==> src/rtl/uart_sb_pkg.sv <==
// Shared types and default sizing for the UART scoreboard.
package uart_sb_pkg;

  typedef enum logic [1:0] {
    IDLE  = 2'd0,
    RUN   = 2'd1,
    DRAIN = 2'd2,
    DONE  = 2'd3
  } sb_state_e;

  localparam int SB_DATA_WIDTH = 8;
  localparam int SB_DEPTH      = 16;
  localparam int SB_CNT_WIDTH  = 16;
  localparam int SB_TIMEOUT    = 1024;

endpackage

==> src/rtl/uart_sb_fifo.sv <==
// sync_fifo: single-clock FIFO with flush, show-ahead read and simultaneous push/pop on full.
module sync_fifo #(
  parameter int WIDTH = 8,
  parameter int DEPTH = 16,
  localparam int AW   = $clog2(DEPTH)
) (
  input  logic             clk,
  input  logic             rst,
  input  logic             flush,
  input  logic             push,
  input  logic             pop,
  input  logic [WIDTH-1:0] wr_data,
  output logic [WIDTH-1:0] rd_data,
  output logic             full,
  output logic             empty,
  output logic [AW:0]      count
);

  logic [WIDTH-1:0] mem_q [DEPTH];
  logic [WIDTH-1:0] mem_d [DEPTH];
  logic [AW-1:0]    wr_ptr_q, wr_ptr_d;
  logic [AW-1:0]    rd_ptr_q, rd_ptr_d;
  logic [AW:0]      count_q, count_d;
  logic             do_push, do_pop;

  assign full    = (count_q == (AW+1)'(DEPTH));
  assign empty   = (count_q == '0);
  assign count   = count_q;
  assign rd_data = mem_q[rd_ptr_q];

  // A push into a full queue only succeeds when the head leaves in the same cycle.
  assign do_pop  = pop && !empty;
  assign do_push = push && (!full || do_pop);

  always_comb begin
    mem_d    = mem_q;
    wr_ptr_d = wr_ptr_q;
    rd_ptr_d = rd_ptr_q;
    count_d  = count_q;
    if (flush) begin
      wr_ptr_d = '0;
      rd_ptr_d = '0;
      count_d  = '0;
    end else begin
      if (do_push) begin
        mem_d[wr_ptr_q] = wr_data;
        wr_ptr_d        = wr_ptr_q + AW'(1);
      end
      if (do_pop) begin
        rd_ptr_d = rd_ptr_q + AW'(1);
      end
      case ({do_push, do_pop})
        2'b10:   count_d = count_q + (AW+1)'(1);
        2'b01:   count_d = count_q - (AW+1)'(1);
        default: count_d = count_q;
      endcase
    end
  end

  always_ff @(posedge clk) begin
    if (rst) begin
      wr_ptr_q <= '0;
      rd_ptr_q <= '0;
      count_q  <= '0;
    end else begin
      wr_ptr_q <= wr_ptr_d;
      rd_ptr_q <= rd_ptr_d;
      count_q  <= count_d;
    end
    mem_q <= mem_d;
  end

endmodule

==> src/rtl/uart_scoreboard.sv <==
// uart_scoreboard: matches received UART bytes against an in-order queue of expected bytes,
// counting matches and errors, with a drain phase bounded by an idle timeout.
module uart_scoreboard
  import uart_sb_pkg::*;
#(
  parameter int DATA_WIDTH = SB_DATA_WIDTH,
  parameter int DEPTH      = SB_DEPTH,
  parameter int CNT_WIDTH  = SB_CNT_WIDTH,
  parameter int TIMEOUT    = SB_TIMEOUT
) (
  input  logic                  clk,
  input  logic                  rst,
  input  logic                  start,
  input  logic                  end_test,
  input  logic                  exp_valid,
  input  logic [DATA_WIDTH-1:0] exp_data,
  input  logic                  obs_valid,
  input  logic [DATA_WIDTH-1:0] obs_data,
  input  logic                  obs_frame_err,
  output logic [CNT_WIDTH-1:0]  error_count,
  output logic [CNT_WIDTH-1:0]  match_count,
  output logic                  overflow,
  output logic                  unexpected,
  output logic                  busy,
  output logic                  done,
  output logic                  pass
);

  localparam int QW = $clog2(DEPTH) + 1;
  localparam int TW = $clog2(TIMEOUT + 1);
  localparam int SW = CNT_WIDTH + QW + 1;
  localparam logic [CNT_WIDTH-1:0] CNT_MAX = '1;

  sb_state_e             state_q, state_d;
  logic [TW-1:0]         timer_q, timer_d;
  logic [CNT_WIDTH-1:0]  error_count_q, error_count_d;
  logic [CNT_WIDTH-1:0]  match_count_q, match_count_d;
  logic                  overflow_q, overflow_d;
  logic                  unexpected_q, unexpected_d;
  logic                  busy_q, busy_d;
  logic                  done_q, done_d;
  logic                  pass_q, pass_d;

  logic                  flush, push_en, pop_en, clear, active, match_hit;
  logic [SW-1:0]         err_inc, err_sum;
  logic [DATA_WIDTH-1:0] head_data;
  logic                  fifo_full, fifo_empty;
  logic [QW-1:0]         fifo_count;

  sync_fifo #(
    .WIDTH (DATA_WIDTH),
    .DEPTH (DEPTH)
  ) u_fifo (
    .clk     (clk),
    .rst     (rst),
    .flush   (flush),
    .push    (push_en),
    .pop     (pop_en),
    .wr_data (exp_data),
    .rd_data (head_data),
    .full    (fifo_full),
    .empty   (fifo_empty),
    .count   (fifo_count)
  );

  always_comb begin
    state_d       = state_q;
    timer_d       = '0;
    error_count_d = error_count_q;
    match_count_d = match_count_q;
    overflow_d    = overflow_q;
    unexpected_d  = unexpected_q;
    flush         = 1'b0;
    push_en       = 1'b0;
    pop_en        = 1'b0;
    clear         = 1'b0;
    match_hit     = 1'b0;
    err_inc       = '0;
    active        = (state_q == RUN) || (state_q == DRAIN);

    case (state_q)
      IDLE, DONE: begin
        if (start) begin
          state_d = RUN;
          flush   = 1'b1;
          clear   = 1'b1;
        end
      end
      RUN: begin
        push_en = exp_valid;
        if (end_test) begin
          state_d = DRAIN;
          timer_d = TW'(TIMEOUT);
        end
      end
      DRAIN: begin
        // Timing out charges every byte still waiting as an error and abandons it.
        if (fifo_empty) begin
          state_d = DONE;
        end else if (obs_valid) begin
          timer_d = TW'(TIMEOUT);
        end else if (timer_q == '0) begin
          flush   = 1'b1;
          err_inc = SW'(fifo_count);
          state_d = DONE;
        end else begin
          timer_d = timer_q - TW'(1);
        end
      end
      default: state_d = IDLE;
    endcase

    if (active && obs_valid) begin
      if (fifo_empty) begin
        unexpected_d = 1'b1;
        err_inc      = err_inc + SW'(1);
      end else begin
        pop_en = 1'b1;
        if ((head_data == obs_data) && !obs_frame_err) begin
          match_hit = 1'b1;
        end else begin
          err_inc = err_inc + SW'(1);
        end
      end
    end

    if (push_en && fifo_full && !pop_en) begin
      overflow_d = 1'b1;
      err_inc    = err_inc + SW'(1);
    end

    err_sum       = SW'(error_count_q) + err_inc;
    error_count_d = (err_sum > SW'(CNT_MAX)) ? CNT_MAX : err_sum[CNT_WIDTH-1:0];
    if (match_hit && (match_count_q != CNT_MAX)) begin
      match_count_d = match_count_q + CNT_WIDTH'(1);
    end

    if (clear) begin
      error_count_d = '0;
      match_count_d = '0;
      overflow_d    = 1'b0;
      unexpected_d  = 1'b0;
    end

    busy_d = (state_d == RUN) || (state_d == DRAIN);
    done_d = (state_d == DONE);
    pass_d = done_d && (error_count_d == '0);
  end

  always_ff @(posedge clk) begin
    if (rst) begin
      state_q       <= IDLE;
      timer_q       <= '0;
      error_count_q <= '0;
      match_count_q <= '0;
      overflow_q    <= 1'b0;
      unexpected_q  <= 1'b0;
      busy_q        <= 1'b0;
      done_q        <= 1'b0;
      pass_q        <= 1'b0;
    end else begin
      state_q       <= state_d;
      timer_q       <= timer_d;
      error_count_q <= error_count_d;
      match_count_q <= match_count_d;
      overflow_q    <= overflow_d;
      unexpected_q  <= unexpected_d;
      busy_q        <= busy_d;
      done_q        <= done_d;
      pass_q        <= pass_d;
    end
  end

  assign error_count = error_count_q;
  assign match_count = match_count_q;
  assign overflow    = overflow_q;
  assign unexpected  = unexpected_q;
  assign busy        = busy_q;
  assign done        = done_q;
  assign pass        = pass_q;

endmodule
==> config.mk <==
export PLATFORM = sky130hd
export DESIGN_NAME = uart_scoreboard
export DESIGN_NICKNAME = d
export VERILOG_FILES = /design/src/rtl/uart_sb_pkg.sv /design/src/rtl/uart_sb_fifo.sv /design/src/rtl/uart_scoreboard.sv
export SDC_FILE = /design/constraint.sdc
export NUM_CORES = 1
export LEC_CHECK = 0
export BUFFER_PORTS_ARGS = -buffer_cell sky130_fd_sc_hd__buf_2
export CELL_PAD_IN_SITES_DETAIL_PLACEMENT = 1
export CELL_PAD_IN_SITES_GLOBAL_PLACEMENT = 2
export CORE_ASPECT_RATIO = 1.1
export CORE_MARGIN = 4
export CORE_UTILIZATION = 43
export DETAILED_ROUTE_END_ITERATION = 16
export PLACE_DENSITY = 0.87
export SLEW_MARGIN = 10
export SYNTH_ARGS = -nofsm -noshare
export SYNTH_HDL_FRONTEND = slang
export SYNTH_SLANG_ARGS = --single-unit
==> constraint.sdc <==
create_clock -name clk -period 6.18 [get_ports clk]
set_input_delay 0 -clock clk [delete_from_list [all_inputs] [get_ports clk]]
set_output_delay 0 -clock clk [all_outputs]
set_load 0.1 [all_outputs]
After elaboration in Yosys (flattened, before gate mapping)
Cells that the tools add are included.
W data, S select, Z words.

storage, ports and cells
  word-level logic and storage cells = 121
  input bits = 23
  output and inout bits = 37
  register bits after elaboration = 191

operators by class
  reductions and logical operators = 26
  $lt $le $gt $ge = 4
  add/subtract/negate cells = 9
  mux-type cells = 40
  bitwise logic cells = 3
  equal/unequal tests = 11

operators by type and width
  cell                     number
  $bwmux W128              1
  $mux W22                 4
  $add A22 B1 Y22 const B  2
  $mux W11                 4
  $bmux W8 S4              1
  $demux W8 S4             1
  $mux W16                 2
  $mux W8                  3
  $add A16 B22 Y22         1
  $gt A22 B16 Y1 const B   1
  $pmux W11 S2             1
  $mux W5                  4
  $add A16 B1 Y16 const B  1
  $logic_not A16 Y1        1
  $ne A16 B16 Y1 const B   1
  $logic_not A11 Y1        1
  $mux W1                  11
  $sub A11 B1 Y11 const B  1
  $eq A2 B2 Y1 const B     5
  $ge A5 B5 Y1 const B     2
  $mux W2                  5
  $not A4 Y5               2
  $pmux W5 S2              1
  $logic_and A1 B1 Y1      9
  other kinds (17)         28

Longest topological paths before layout
Gate-level depths: netlist of run 1.

  word-level depth = 17
  depth in mapped cells = 24
  depth with buffers taken out = 21

Hierarchy
A second synthesis of run 1 with hierarchy kept.

unflattened totals
  cells, all modules = 667
  area total of the unflattened synthesis = 8679.6 µm²

by module, submodules not included
  module           cells each  seq. area each (µm²)  area an instance (µm²)  times used
  sync_fifo        321         4103.9                5779.3                  1
  uart_scoreboard  346         1001.0                2900.3                  1

Worst setup path after synthesis of run 1
OpenSTA, ideal clock, no wires.

  path kind = register to register
  from = register u_fifo.rd_ptr_q[1]
  to = register pass_q (netlist: pass)
  path buffers = 1
  slack = 1.027 ns
  setup time = 0.070 ns
  required time = 6.110 ns
  period minus slack after synthesis = 5.153 ns
  arrival = 5.083 ns
  stages on the path, launching flop included = 21
  cells stage by stage = dfxtp_1 -> buf_6 -> mux4_1 -> mux4_2 -> xor2_1 -> nor2_2 -> and4_1 -> a21oi_1 -> or2_2 -> ha_1 -> a21oi_1 -> fa_1 -> nor2b_1 -> o21ai_1 -> a21oi_1 -> o21a_1 -> o21ai_0 -> a2111o_1 -> a32o_1 -> or4_1 -> o21ai_1

on the way
  word-level cells in the longest chain between the ends = 17

RTL lines
  element                                          RTL line                source
  start: declaration                               uart_sb_fifo.sv:22      logic [AW-1:0] rd_ptr_q, rd_ptr_d;
  start signal: assignment                         uart_sb_fifo.sv:67      rd_ptr_q <= rd_ptr_d;
  $not A4 Y5 (implied by the code) (*)             uart_sb_fifo.sv:29      assign rd_data = mem_q[rd_ptr_q];
  $bmux W8 S4 (*)                                  uart_sb_fifo.sv:29
  $mux W8 (implied by the code) (*) (2 in series)  uart_sb_fifo.sv:29
  $eq A8 B8 Y1 (*)                                 uart_scoreboard.sv:119  if ((head_data == obs_data) && !obs_frame_err) begin
  $logic_and A1 B1 Y1 (*)                          uart_scoreboard.sv:119
  $mux W22 (*)                                     uart_scoreboard.sv:119
  $mux W22 (*)                                     uart_scoreboard.sv:114  if (fifo_empty) begin
  $mux W22 (*)                                     uart_scoreboard.sv:113  if (active && obs_valid) begin
  $add A22 B1 Y22                                  uart_scoreboard.sv:129  err_inc = err_inc + SW'(1);
  $mux W22 (*)                                     uart_scoreboard.sv:127  if (push_en && fifo_full && !pop_en) begin
  $add A16 B22 Y22 (*)                             uart_scoreboard.sv:132  err_sum = SW'(error_count_q) + err_inc;
  $gt A22 B16 Y1                                   uart_scoreboard.sv:133  error_count_d = (err_sum > SW'(CNT_MAX)) ? CNT_MAX : err_sum[CNT_WIDTH-1:0];
  $mux W16 (*)                                     uart_scoreboard.sv:133
  $mux W16 (*)                                     uart_scoreboard.sv:138  if (clear) begin
  $logic_not A16 Y1 (*)                            uart_scoreboard.sv:147  pass_d = done_d && (error_count_d == '0);
  $logic_and A1 B1 Y1 (*)                          uart_scoreboard.sv:147
  end signal: assignment                           uart_scoreboard.sv:170  pass_q <= pass_d;
  end: declaration                                 uart_scoreboard.sv:42   logic pass_q, pass_d;

Every way passes the cells marked *; elsewhere a longest branch is shown, timed or not. The select of a mux whose other input is x is not followed.
A chain may end at the register's enable or synchronous reset.

Final worst setup path of run 1
  from = register u_fifo.rd_ptr_q[0]
  to = register pass_q (netlist: pass)

The elaborated chain is that of the path after synthesis.

==> results.tsv, run 1 <==
stage	metric	value	unit
logic_synthesis	Post-synth EDFFs	128	
pwr	cell-internal power	1.99	mW
worst_setup_path	Largest delay share family, worst path	compound AO/OA/AOI/OAI gates	
worst_setup_path	Crit Path Category	flip-flop to flip-flop	
hold_path	path category of the worst min-delay check	input port to flip-flop	
clocking	number of clock buffers inserted by TritonCTS	17	
clocking	buffer count from post-CTS setup fixing	0	
pwr	sequential fraction of design power	50.8	%
sta	RSZ-0062 raised after global routing	no	
worst_setup_path	Crit Path Max Fanout	12	
grt	GRT Util Overall	19.3	%
clocking	H-Tree Depth	4	
run_status	status	complete, no violations	
die	Chip Height	156	um
die	effective utilization at floorplan	44.2	%
logic_synthesis	cell taking the most area after synthesis	sky130_fd_sc_hd__edfxtp_1	
detailed_routing	via density per instance	5.52	
detailed_routing	met2 wirelength from detailed routing	11000	um
final_layout	Inserted Diodes	0	
sta	Fin. Hold Viols	0	
worst_setup_path	most frequent CP cell	sky130_fd_sc_hd__a21oi_1	
logic_synthesis	synthesized area divided by synthesized cell count	13.3	um^2
pwr	worst vdd ir	184	uV
logic_synthesis	fraction of the yosys area taken by sequential cells	59.9	%
clocking	CTS root buffer	sky130_fd_sc_hd__clkbuf_16	
pwr	switching power as a share of total power	26.5	%
detailed_routing	vias after detailed routing	5391	
detailed_routing	Detailed Route Iter0 Violations	310	
worst_setup_path	endpoint type of the worst setup path	flip-flop	
clocking	largest buffer count on any clock path	2	
worst_setup_path	number of buffer and inverter instances along the worst setup path	1	
clocking	CTS tree	done	
detailed_routing	final wirelength	20700	um
logic_synthesis	most used flip-flop cell after synthesis	sky130_fd_sc_hd__edfxtp_1	
detailed_routing	uppermost metal layer occupied by signal nets	met4	
worst_setup_path	worst endpoint required time	6.55	ns
worst_setup_path	Critical Path Source Type	flip-flop	
pwr	switching power summed over all nets	0.718	mW
detailed_routing	met3 layer wire length in the routed design	934	um
sta	final critical-path setup slack	0.355	ns
detailed_routing	post-detailed-route DRC marker count	0	
detailed_routing	post-DR wirelength/cell	21.1	um
sta	skew final	0.0186	ns
sta	summed negative setup slack over all endpoints	0	ns
job	max capacitance violation total	0	
sta	minimum period implied by the final worst setup slack	5.83	ns
logic_synthesis	Post-Syn Area	0.00852	mm^2
grt	largest net degree at the start of global routing	32	
placed_design	placed cell area	0.00910	mm^2
grt	antenna violations before repair	0	
worst_setup_path	critical-path cell with the highest stage delay	sky130_fd_sc_hd__mux4_2	
worst_setup_path	sequence of cells on the critical path	buf_6, mux4_2, nand2b_1, nand2_1, xor2_1, o41ai_4, and4_1, a21oi_1, or2_2, ha_1, a21oi_1, fa_1, nor2b_1, o21ai_1, a21oi_1, o21a_1, o21ai_0, a2111o_1, a32o_1, or4_1, o21ai_1	
grt	global-route wire length before repair	32500	um
die	number of placement rows	53	
die	number of top-level design ports	60	
pwr	clock network power share	43.1	%
placed_design	dpl hpwl	14300	um
placed_design	Post-Place Worst Slack	0.232	ns
detailed_routing	number of detailed-route iterations in the first pass	5	
sta	transition time at the pin with the least slew margin	1.14	ns
placed_design	Port Buffer Count	59	
worst_setup_path	critical path arrival	6.20	ns
sta	Pins Over Slew Limit	0	
logic_synthesis	synth top area cells	sky130_fd_sc_hd__edfxtp_1 45%, sky130_fd_sc_hd__dfxtp_1 15%, sky130_fd_sc_hd__mux4_2 7.4%	
pwr	power share of the combinational group	6.0	%
grt	grt ovf	0	
sta	Final setup viols	0	
sta	tightest slew margin relative to the limit	23.7	%
final_layout	synth-to-layout area growth	15.7	%
detailed_routing	wire length on met1	8510	um
final_layout	share of post-route cells with drive strength above 1	20.4	%
final_layout	net count of the finished layout	767	
clocking	clock-pin slew on the worst setup and hold paths	0.08	ns
die	floorplan die width	142	um
detailed_routing	DRT antenna net count	0	
clocking	CTS sink cnt	191	
pwr	static power due to leakage	3.56	nW
logic_synthesis	post-synth cell types	55	
sta	Max Clock Freq	172	MHz
grt	via count of the first global-routing pass	5777	
logic_synthesis	synth warn	0	
pwr	Power Density	274	mW/mm^2
clocking	later-pin clock latency in the skew report	0.44	ns
final_layout	final std cell area, no fill	0.00987	mm^2
logic_synthesis	Post-Synthesis Cells	640	
die	area of the die	0.0221	mm^2
logic_synthesis	register bit count reported by yosys	191	
sta	final period utilization	94.3	%
placed_design	final weighted congestion in routability-driven placement	0.792	
worst_setup_path	Worst path max stage delay	0.53	ns
logic_synthesis	fraction of synthesized cell area taken by the top area cell type	45.1	%
logic_synthesis	async set-reset flop share out of synthesis	0	%
die	Core ar.	0.0193	mm^2
==> cells in the mapped netlist (3+ instances only) <==
master / instances
sky130_fd_sc_hd__nand3_1: 11
sky130_fd_sc_hd__buf_2: 7
sky130_fd_sc_hd__o21bai_1: 4
sky130_fd_sc_hd__xnor2_1: 19
sky130_fd_sc_hd__buf_1: 5
sky130_fd_sc_hd__nor4_1: 5
sky130_fd_sc_hd__a21oi_1: 40
sky130_fd_sc_hd__o21ai_0: 13
sky130_fd_sc_hd__xor2_1: 24
sky130_fd_sc_hd__mux4_2: 28
sky130_fd_sc_hd__mux2i_1: 20
sky130_fd_sc_hd__edfxtp_1: 128
sky130_fd_sc_hd__inv_1: 25
sky130_fd_sc_hd__or3_1: 3
sky130_fd_sc_hd__ha_1: 25
sky130_fd_sc_hd__o31ai_1: 3
sky130_fd_sc_hd__nand2_1: 37
sky130_fd_sc_hd__nor2b_1: 8
sky130_fd_sc_hd__nor2_1: 61
sky130_fd_sc_hd__and4_1: 3
sky130_fd_sc_hd__clkbuf_1: 7
sky130_fd_sc_hd__or2_2: 3
sky130_fd_sc_hd__nand2b_1: 9
sky130_fd_sc_hd__and3_1: 8
sky130_fd_sc_hd__a31o_2: 4
sky130_fd_sc_hd__a21o_1: 6
sky130_fd_sc_hd__nor3_1: 14
sky130_fd_sc_hd__mux4_1: 5
sky130_fd_sc_hd__and2_1: 9
sky130_fd_sc_hd__buf_6: 4
sky130_fd_sc_hd__dfxtp_1: 63
sky130_fd_sc_hd__nand4_1: 11
==> final timing paths <==
kind | startpoint | end | slack (ns) | cells past startpoint
setup reg to reg | u_fifo.rd_ptr_q[0] | pass | 0.35 | 21
hold reg to reg | timer_q[0] | timer_q[0] | 0.45 | 1
setup / recovery | u_fifo.rd_ptr_q[0] | pass | 0.35 | 21
hold / removal | exp_valid | overflow | 0.02 | 5
==> timing repair <==
action / in CTS / in global routing
endpoints found under the hold margin: 134 / 0
endpoints found under the setup margin: 0 / 1
gates resized for setup: 0 / 5
hold buffers: 11 / 0
==> cell families (layout without fill, tap and decap cells) <==
family	count (synthesis)	in the layout	share of synthesized area (%)
buffers and inverters	49	137	2.80
and+or+nand+nor	189	189	10.9
other	1	3	0.0440
xor gates and xnor gates	43	43	4.42
AOI/OAI and AO/OA	87	87	6.49
adders and majority gates	27	27	4.14
muxes	53	53	11.3
DFF	191	191	59.9
==> worst min-delay path, stage by stage <==
cell and delay (ns):
sky130_fd_sc_hd__buf_2 0.10, sky130_fd_sc_hd__nand2_1 0.07, sky130_fd_sc_hd__nor2_1 0.10, sky130_fd_sc_hd__nor2_1 0.10, sky130_fd_sc_hd__nor2_1 0.04
==> cell usage in the layout, fill, tap and decap left out, types with 9 or more instances in the layout <==
cell and count:
sky130_fd_sc_hd__nand2_1 37, sky130_fd_sc_hd__clkbuf_16 17, sky130_fd_sc_hd__and2_1 9, sky130_fd_sc_hd__nor3_1 9, sky130_fd_sc_hd__xnor2_1 19, sky130_fd_sc_hd__nand2b_1 9
sky130_fd_sc_hd__edfxtp_1 128, sky130_fd_sc_hd__inv_1 25, sky130_fd_sc_hd__dfxtp_1 60, sky130_fd_sc_hd__nand3_1 11, sky130_fd_sc_hd__a21oi_1 40, sky130_fd_sc_hd__mux4_2 28
sky130_fd_sc_hd__mux2i_1 20, sky130_fd_sc_hd__o21ai_0 13, sky130_fd_sc_hd__dlygate4sd3_1 11, sky130_fd_sc_hd__ha_1 25, sky130_fd_sc_hd__nand4_1 11, sky130_fd_sc_hd__xor2_1 24
sky130_fd_sc_hd__buf_2 59, sky130_fd_sc_hd__nor2_1 61
==> routing by layer <==
layer  GRT usage, %  up-vias
li1               -     2536
met1           24.6     2713
met2           33.6      124
met3           3.80       18
met4           5.30        0
met5              0        -
==> power by group through the flow <==
stage | Clock (mW) | Sequential, mW | Combinational [mW]
3_5_place_dp | 0 | 1.41 | 0.157
4_1_cts | 1.19 | 1.38 | 0.164
3_3_place_gp | 0 | 1.41 | 0.151
6_report | 1.17 | 1.38 | 0.163
2_1_floorplan | 0 | 1.44 | 0.0735
5_1_grt | 1.25 | 1.38 | 0.179
==> final cells by class <==
| class | count | area (um^2) |
|---|---|---|
| flip-flops and latches | 191 | 5110 |
| clock inverters | 15 | 220 |
| well taps | 247 | 309 |
| inverters | 25 | 93.8 |
| fillers | 1933 | 9430 |
| multi-input cells | 402 | 3210 |
| clock buffers | 17 | 425 |
| repair buffers | 80 | 497 |
==> state kept, by name, indices dropped and copies added, names as in the netlist <==
name             count
match_count         16
unexpected           1
error_count         16
u_fifo.mem_q       128
u_fifo.count         5
u_fifo.wr_ptr_q      4
state_q              2
overflow             1
timer_q             11
pass                 1
done                 1
busy                 1
u_fifo.rd_ptr_q      4
==> metrics by stage <==
step	hold slack, ns	util (%)	total power [mW]	cells
6_report	0.0164	51.1	2.71	977
5_1_grt	0.0690	51.1	2.81	977
4_1_cts	0.00257	51.1	2.73	977
3_5_place_dp	0.298	47.2	1.56	934
3_3_place_gp	0.289	47.2	1.56	934
2_1_floorplan	0.0716	-	1.51	642
Power figures use the tool's default switching activity.
==> inputs of run 2 (changes only) <==
MAX_ROUTING_LAYER = met4   (was unset)
==> results.tsv, run 2 (same netlist as run 1, synthesis figures left out) <==
stage	metric	value	unit
run_status	status	complete, no violations	
clocking	CTS sink cnt	191	
die	effective utilization at floorplan	44.2	%
sta	tightest slew margin relative to the limit	24.1	%
sta	Final setup viols	0	
pwr	sequential fraction of design power	50.8	%
sta	minimum period implied by the final worst setup slack	5.83	ns
worst_setup_path	Critical Path Source Type	flip-flop	
grt	GRT Util Overall	19.9	%
pwr	Power Density	275	mW/mm^2
grt	largest net degree at the start of global routing	32	
pwr	static power due to leakage	3.56	nW
final_layout	largest reg by FF count	u_fifo.mem_q	
sta	summed negative setup slack over all endpoints	0	ns
detailed_routing	DRT antenna net count	0	
grt	via count of the first global-routing pass	5771	
clocking	CTS root buffer	sky130_fd_sc_hd__clkbuf_16	
placed_design	Port Buffer Count	59	
worst_setup_path	startpoint of the worst register-to-register path	u_fifo.rd_ptr_q[0]	
final_layout	net count of the finished layout	767	
worst_setup_path	critical register-to-register path endpoint	pass	
worst_setup_path	critical path arrival	6.20	ns
worst_setup_path	Crit Path Max Fanout	12	
sta	Fin. Hold Viols	0	
detailed_routing	number of detailed-route iterations in the first pass	5	
worst_setup_path	Reg2Reg Depth	21	
grt	antenna violations before repair	0	
die	Core ar.	0.0193	mm^2
sta	Pins Over Slew Limit	0	
detailed_routing	vias after detailed routing	5428	
clocking	later-pin clock latency in the skew report	0.44	ns
pwr	clock network power share	43.1	%
sta	transition time at the pin with the least slew margin	1.13	ns
worst_setup_path	register-to-register setup slack	0.35	ns
detailed_routing	via density per instance	5.56	
final_layout	synth-to-layout area growth	15.7	%
placed_design	final weighted congestion in routability-driven placement	0.803	
final_layout	most frequent standard cell in the layout excluding fill and tap cells	sky130_fd_sc_hd__edfxtp_1	
pwr	power share of the combinational group	6.0	%
detailed_routing	post-detailed-route DRC marker count	0	
final_layout	Layout Utilization	51.1	%
worst_setup_path	critical path endpoint	pass	
clocking	number of clock buffers inserted by TritonCTS	17	
die	number of placement rows	53	
final_layout	share of post-route cells with drive strength above 1	20.4	%
pwr	switching power summed over all nets	0.719	mW
sta	RSZ-0062 raised after global routing	no	
detailed_routing	post-DR wirelength/cell	21.2	um
final_layout	most frequent cells in the layout	128 x sky130_fd_sc_hd__edfxtp_1, 61 x sky130_fd_sc_hd__nor2_1, 60 x sky130_fd_sc_hd__dfxtp_1	
final_layout	Inserted Diodes	0	
final_layout	flip-flop count of the largest register after layout	128	
die	Chip Height	156	um
clocking	CTS tree	done	
clocking	H-Tree Depth	4	
die	floorplan die width	142	um
sta	Max Clock Freq	172	MHz
pwr	switching power as a share of total power	26.5	%
worst_setup_path	worst endpoint required time	6.55	ns
pwr	cell-internal power	1.99	mW
job	max capacitance violation total	0	
hold_path	path category of the worst min-delay check	input port to flip-flop	
worst_setup_path	Crit Path Category	flip-flop to flip-flop	
sta	final period utilization	94.3	%
sta	skew final	0.0139	ns
clocking	largest buffer count on any clock path	2	
worst_setup_path	endpoint type of the worst setup path	flip-flop	
grt	global-route wire length before repair	32500	um
pwr	worst vdd ir	184	uV
detailed_routing	Detailed Route Iter0 Violations	343	
clocking	clock-pin slew on the worst setup and hold paths	0.08	ns
worst_setup_path	launching instance or port of the critical path	u_fifo.rd_ptr_q[0]	
die	area of the die	0.0221	mm^2
die	number of top-level design ports	60	
placed_design	dpl hpwl	14300	um
grt	grt ovf	0	
detailed_routing	final wirelength	20700	um
[run 2: cell counts in the layout (fill, tap and decap cells not counted)]
No cell type changed its count.
[run 2: worst min path at each step]
| stage | end | depth (start not counted) | startpoint | slack, ns |
|---|---|---|---|---|
| final | overflow | 5 | exp_valid | 0.02 |
| after global routing | overflow | 5 | exp_valid | 0.07 |
| after CTS | overflow | 5 | exp_valid | 0.003 |
| after detailed placement | state_q[1] | 2 | rst | 0.30 |
| after global placement | state_q[0] | 2 | rst | 0.29 |
| after floorplan | busy | 1 | rst | 0.07 |
[run 2: worst max-delay path: stages (launching register included)]
cell and delay (ns):
sky130_fd_sc_hd__dfxtp_2 0.48, sky130_fd_sc_hd__buf_6 0.24, sky130_fd_sc_hd__mux4_2 0.53, sky130_fd_sc_hd__nand2b_1 0.11
sky130_fd_sc_hd__nand2_1 0.08, sky130_fd_sc_hd__xor2_1 0.17, sky130_fd_sc_hd__o41ai_4 0.37, sky130_fd_sc_hd__and4_1 0.32
sky130_fd_sc_hd__a21oi_1 0.14, sky130_fd_sc_hd__or2_2 0.32, sky130_fd_sc_hd__ha_1 0.30, sky130_fd_sc_hd__a21oi_1 0.09
sky130_fd_sc_hd__fa_1 0.45, sky130_fd_sc_hd__nor2b_1 0.14, sky130_fd_sc_hd__o21ai_1 0.08, sky130_fd_sc_hd__a21oi_1 0.20
sky130_fd_sc_hd__o21a_1 0.26, sky130_fd_sc_hd__o21ai_0 0.16, sky130_fd_sc_hd__a2111o_1 0.43, sky130_fd_sc_hd__a32o_1 0.24
sky130_fd_sc_hd__or4_1 0.52, sky130_fd_sc_hd__o21ai_1 0.12
[run 2: power by group through the flow]
stage	registers [mW]	logic (mW)	clock network (mW)
floorplan	1.44	0.0735	0
global placement	1.41	0.151	0
detailed placement	1.41	0.157	0
CTS	1.38	0.164	1.19
global route	1.38	0.179	1.25
finish	1.38	0.163	1.17
[run 2: timing repair]
action | CTS | global route
setup endpoints to repair | 0 | 1
setup buffers | 0 | 0
resized for setup | 0 | 5
hold buffers | 11 | 0
hold endpoints to repair | 134 | 0
[run 2: metrics by stage]
step / power, mW / instances / setup WS (ns) / hold WS (ns) / area [um^2]
5_1_grt: 2.81 / 977 / 0.00120 / 0.0689 / 9870
4_1_cts: 2.73 / 977 / 0.102 / 0.00257 / 9850
3_5_place_dp: 1.56 / 934 / 0.232 / 0.298 / 9100
2_1_floorplan: 1.51 / 642 / 1.03 / 0.0716 / 8530
3_3_place_gp: 1.56 / 934 / 0.414 / 0.289 / 9100
6_report: 2.71 / 977 / 0.354 / 0.0173 / 9870
[run 2: area by class of cell]
type	count	area [um^2]
clock buffers	17	425
clock inverters	15	220
fillers	1933	9430
inverters	25	93.8
multi-input cells	402	3210
flip-flops and latches	191	5110
well taps	247	309
repair buffers	80	497
[run 2: per-layer routing]
metal	up-vias	part of all wire (%)	GRT usage, %
met5	-	0	-
met4	0	1.5	5.30
met3	29	4.2	3.77
met2	130	52	33.6
met1	2738	42	24.7
li1	2531	-	-
==> inputs of run 3 (changes only) <==
ABC_AREA = 1   (was unset)
CORE_UTILIZATION = 38   (was 43)
==> results.tsv, run 3 <==
stage	metric	value	unit
run_status	status	complete, no violations	
clocking	number of clock buffers inserted by TritonCTS	17	
worst_setup_path	register-to-register setup slack	1.0	ns
sta	transition time at the pin with the least slew margin	0.993	ns
detailed_routing	vias after detailed routing	7245	
final_layout	most frequent cells in the layout	263 x sky130_fd_sc_hd__nand2_1, 152 x sky130_fd_sc_hd__inv_1, 128 x sky130_fd_sc_hd__edfxtp_1	
logic_synthesis	cell taking the most area after synthesis	sky130_fd_sc_hd__edfxtp_1	
logic_synthesis	post-synth cell types	41	
grt	met1 demand-to-capacity share in global routing	24.5	%
die	Chip Height	173	um
placed_design	final weighted congestion in routability-driven placement	0.829	
worst_setup_path	Crit Path Category	flip-flop to flip-flop	
worst_setup_path	most frequent CP cell	sky130_fd_sc_hd__nand2_1	
die	Core ar.	0.0239	mm^2
logic_synthesis	most common cell in the synthesized netlist	sky130_fd_sc_hd__nand2_1	
final_layout	Layout Utilization	44.4	%
die	number of placement rows	59	
sta	skew final	0.0146	ns
final_layout	net count of the finished layout	1194	
logic_synthesis	fraction of synthesized area in multiplexers	0	%
worst_setup_path	critical path arrival	5.52	ns
final_layout	largest reg by FF count	u_fifo.mem_q	
sta	Final setup viols	0	
placed_design	Port Buffer Count	59	
sta	RSZ-0062 raised after global routing	no	
logic_synthesis	fraction of the mapped netlist area in compound gates	5.62	%
grt	GRT met3 Usage	2.93	%
worst_setup_path	Worst path max stage delay	0.43	ns
clocking	CTS sink cnt	191	
worst_setup_path	endpoint type of the worst setup path	flip-flop	
grt	largest net degree at the start of global routing	78	
grt	antenna violations before repair	0	
pwr	Power Density	311	mW/mm^2
pwr	worst vdd ir	194	uV
grt	GRT Util Overall	18.9	%
sta	minimum period implied by the final worst setup slack	5.18	ns
grt	grt ovf	0	
final_layout	share of post-route cells with drive strength above 1	9.59	%
hold_path	path category of the worst min-delay check	input port to flip-flop	
clocking	buffer count from post-CTS setup fixing	0	
logic_synthesis	synth top area cells	sky130_fd_sc_hd__edfxtp_1 41%, sky130_fd_sc_hd__dfxtp_1 13%, sky130_fd_sc_hd__nand2_1 11%	
logic_synthesis	Post-Synthesis Cells	1076	
logic_synthesis	basic-gate share of the synthesized area counting and, or, nand and nor cells	24.6	%
placed_design	dpl hpwl	16500	um
detailed_routing	DRT antenna net count	0	
worst_setup_path	Critical Path Source Type	flip-flop	
die	area of the die	0.0272	mm^2
clocking	CTS root buffer	sky130_fd_sc_hd__clkbuf_16	
die	effective utilization at floorplan	39.1	%
job	max capacitance violation total	0	
final_layout	synth-to-layout area growth	13.7	%
detailed_routing	number of detailed-route iterations in the first pass	7	
grt	global-route met2 utilization	31.3	%
pwr	static power due to leakage	4.55	nW
grt	most used routing layer in global routing	met2	
logic_synthesis	most used flip-flop cell after synthesis	sky130_fd_sc_hd__edfxtp_1	
detailed_routing	post-DR wirelength/cell	16.5	um
logic_synthesis	largest family of logic cells by synthesized area	simple AND/OR/NAND/NOR gates	
sta	Max Clock Freq	193	MHz
sta	Pins Over Slew Limit	0	
grt	global-route wire length before repair	39800	um
final_layout	Inserted Diodes	0	
logic_synthesis	async set-reset flop share out of synthesis	0	%
sta	Fin. Hold Viols	0	
detailed_routing	via density per instance	4.96	
detailed_routing	Detailed Route Iter0 Violations	488	
final_layout	flip-flop count of the largest register after layout	128	
logic_synthesis	Post-Syn Area	0.00935	mm^2
clocking	CTS tree	done	
detailed_routing	post-detailed-route DRC marker count	0	
sta	final period utilization	83.9	%
grt	via count of the first global-routing pass	7438	
logic_synthesis	synth warn	0	
logic_synthesis	register bit count reported by yosys	191	
sta	tightest slew margin relative to the limit	33.6	%
clocking	later-pin clock latency in the skew report	0.44	ns
logic_synthesis	synthesized area divided by synthesized cell count	8.69	um^2
logic_synthesis	Post-synth EDFFs	128	
logic_synthesis	parity-gate share of the synthesized area counting xor and xnor cells	3.00	%
logic_synthesis	fraction of synthesized cell area taken by the top area cell type	41.1	%
worst_setup_path	worst endpoint required time	6.51	ns
logic_synthesis	fraction of the yosys area taken by sequential cells	54.6	%
die	floorplan die width	158	um
sta	summed negative setup slack over all endpoints	0	ns
final_layout	most frequent standard cell in the layout excluding fill and tap cells	sky130_fd_sc_hd__nand2_1	
worst_setup_path	Crit Path Max Fanout	77	
logic_synthesis	adder-cell area share of the yosys netlist	3.77	%
logic_synthesis	most frequent cells after synthesis	264 x sky130_fd_sc_hd__nand2_1, 152 x sky130_fd_sc_hd__inv_1, 128 x sky130_fd_sc_hd__edfxtp_1	
die	number of top-level design ports	60	
clocking	clock-pin slew on the worst setup and hold paths	0.07	ns
clocking	largest buffer count on any clock path	2	
clocking	H-Tree Depth	4	
worst_setup_path	critical-path cell with the highest stage delay	sky130_fd_sc_hd__buf_6	
detailed_routing	final wirelength	24100	um
[run 3: cell count changes after synthesis, sizes merged, moves of 8 or more]
cell    before  now
and2         9    0
and3         8    0
buf         17   27
inv         25  154
mux2i       20    0
mux4        33    0
nand2       37  264
nand2b       9    0
nand3       11  123
nor2        63  116
nor2b        8    0
o21ai       15   33
xnor2       19    8
[run 3: final timing paths]
| kind | cells after the start | end | startpoint |
|---|---|---|---|
| setup / recovery | 33 | pass | u_fifo.rd_ptr_q[0] |
| hold / removal | 5 | overflow | exp_valid |
| setup reg to reg | 33 | pass | u_fifo.rd_ptr_q[0] |
| hold reg to reg | 1 | timer_q[0] | timer_q[0] |
[run 3: layout make-up]
type / count / area [um^2]
Fill cell: 2854 / 13300
Sequential cell: 191 / 5110
Multi-Input combinational cell: 701 / 3470
Inverter: 155 / 584
Timing Repair Buffer: 78 / 472
Clock buffer: 17 / 425
Tap cell: 305 / 382
Clock inverter: 15 / 190
[run 3: logic make-up (layout without fill, tap and decap cells)]
family,Yosys count,after routing
other,1,3
buffers and inverters,186,265
adder cells (fa/ha/maj),27,27
flip-flops,191,191
XOR/XNOR,32,32
AND/OR/NAND/NOR,542,542
AO/OA/AOI/OAI,97,97
[run 3: what timing repair did]
action,in CTS,in global routing
resized for setup,0,2
setup endpoints to repair,0,1
hold buffers,12,0
endpoints found under the hold margin,134,0
[run 3: stage by stage]
| step | hold slack [ns] | setup slack (ns) | area [um^2] | std cells | power [mW] |
|---|---|---|---|---|---|
| floorplan | 0.0691 | 2.18 | 9360 | 1078 | 2.01 |
| CTS | 0.0249 | 0.604 | 10600 | 1462 | 3.34 |
| global route | 0.0662 | 0.169 | 10600 | 1462 | 3.49 |
| finish | 0.0409 | 0.998 | 10600 | 1462 | 3.30 |
| detailed placement | 0.312 | 0.673 | 9890 | 1418 | 2.18 |
| global placement | 0.304 | 0.785 | 9890 | 1418 | 2.17 |
[run 3: layer usage]
layer / wire length (um) / part of all wire [%]
met4: 354 / 1.5
met2: 11900 / 50
met1: 11100 / 46
met5: 0 / 0
met3: 681 / 2.8
[run 3: where the power goes]
part | internal [mW] | leakage (nW) | switching (mW)
combinational | 0.193 | 2.59 | 0.523
sequential | 1.41 | 1.66 | 0.0305
clock | 0.618 | 0.299 | 0.530
total | 2.22 | 4.55 | 1.08
[run 3: worst max-delay path, delay by kind of cell (launching register included)]
family | cells | cell delay (ns)
and+or+nand+nor | 23 | 2.65
DFF | 1 | 0.36
buffers and inverters | 4 | 0.62
AOI/OAI and AO/OA | 4 | 0.68
adders and majority gates | 2 | 0.69
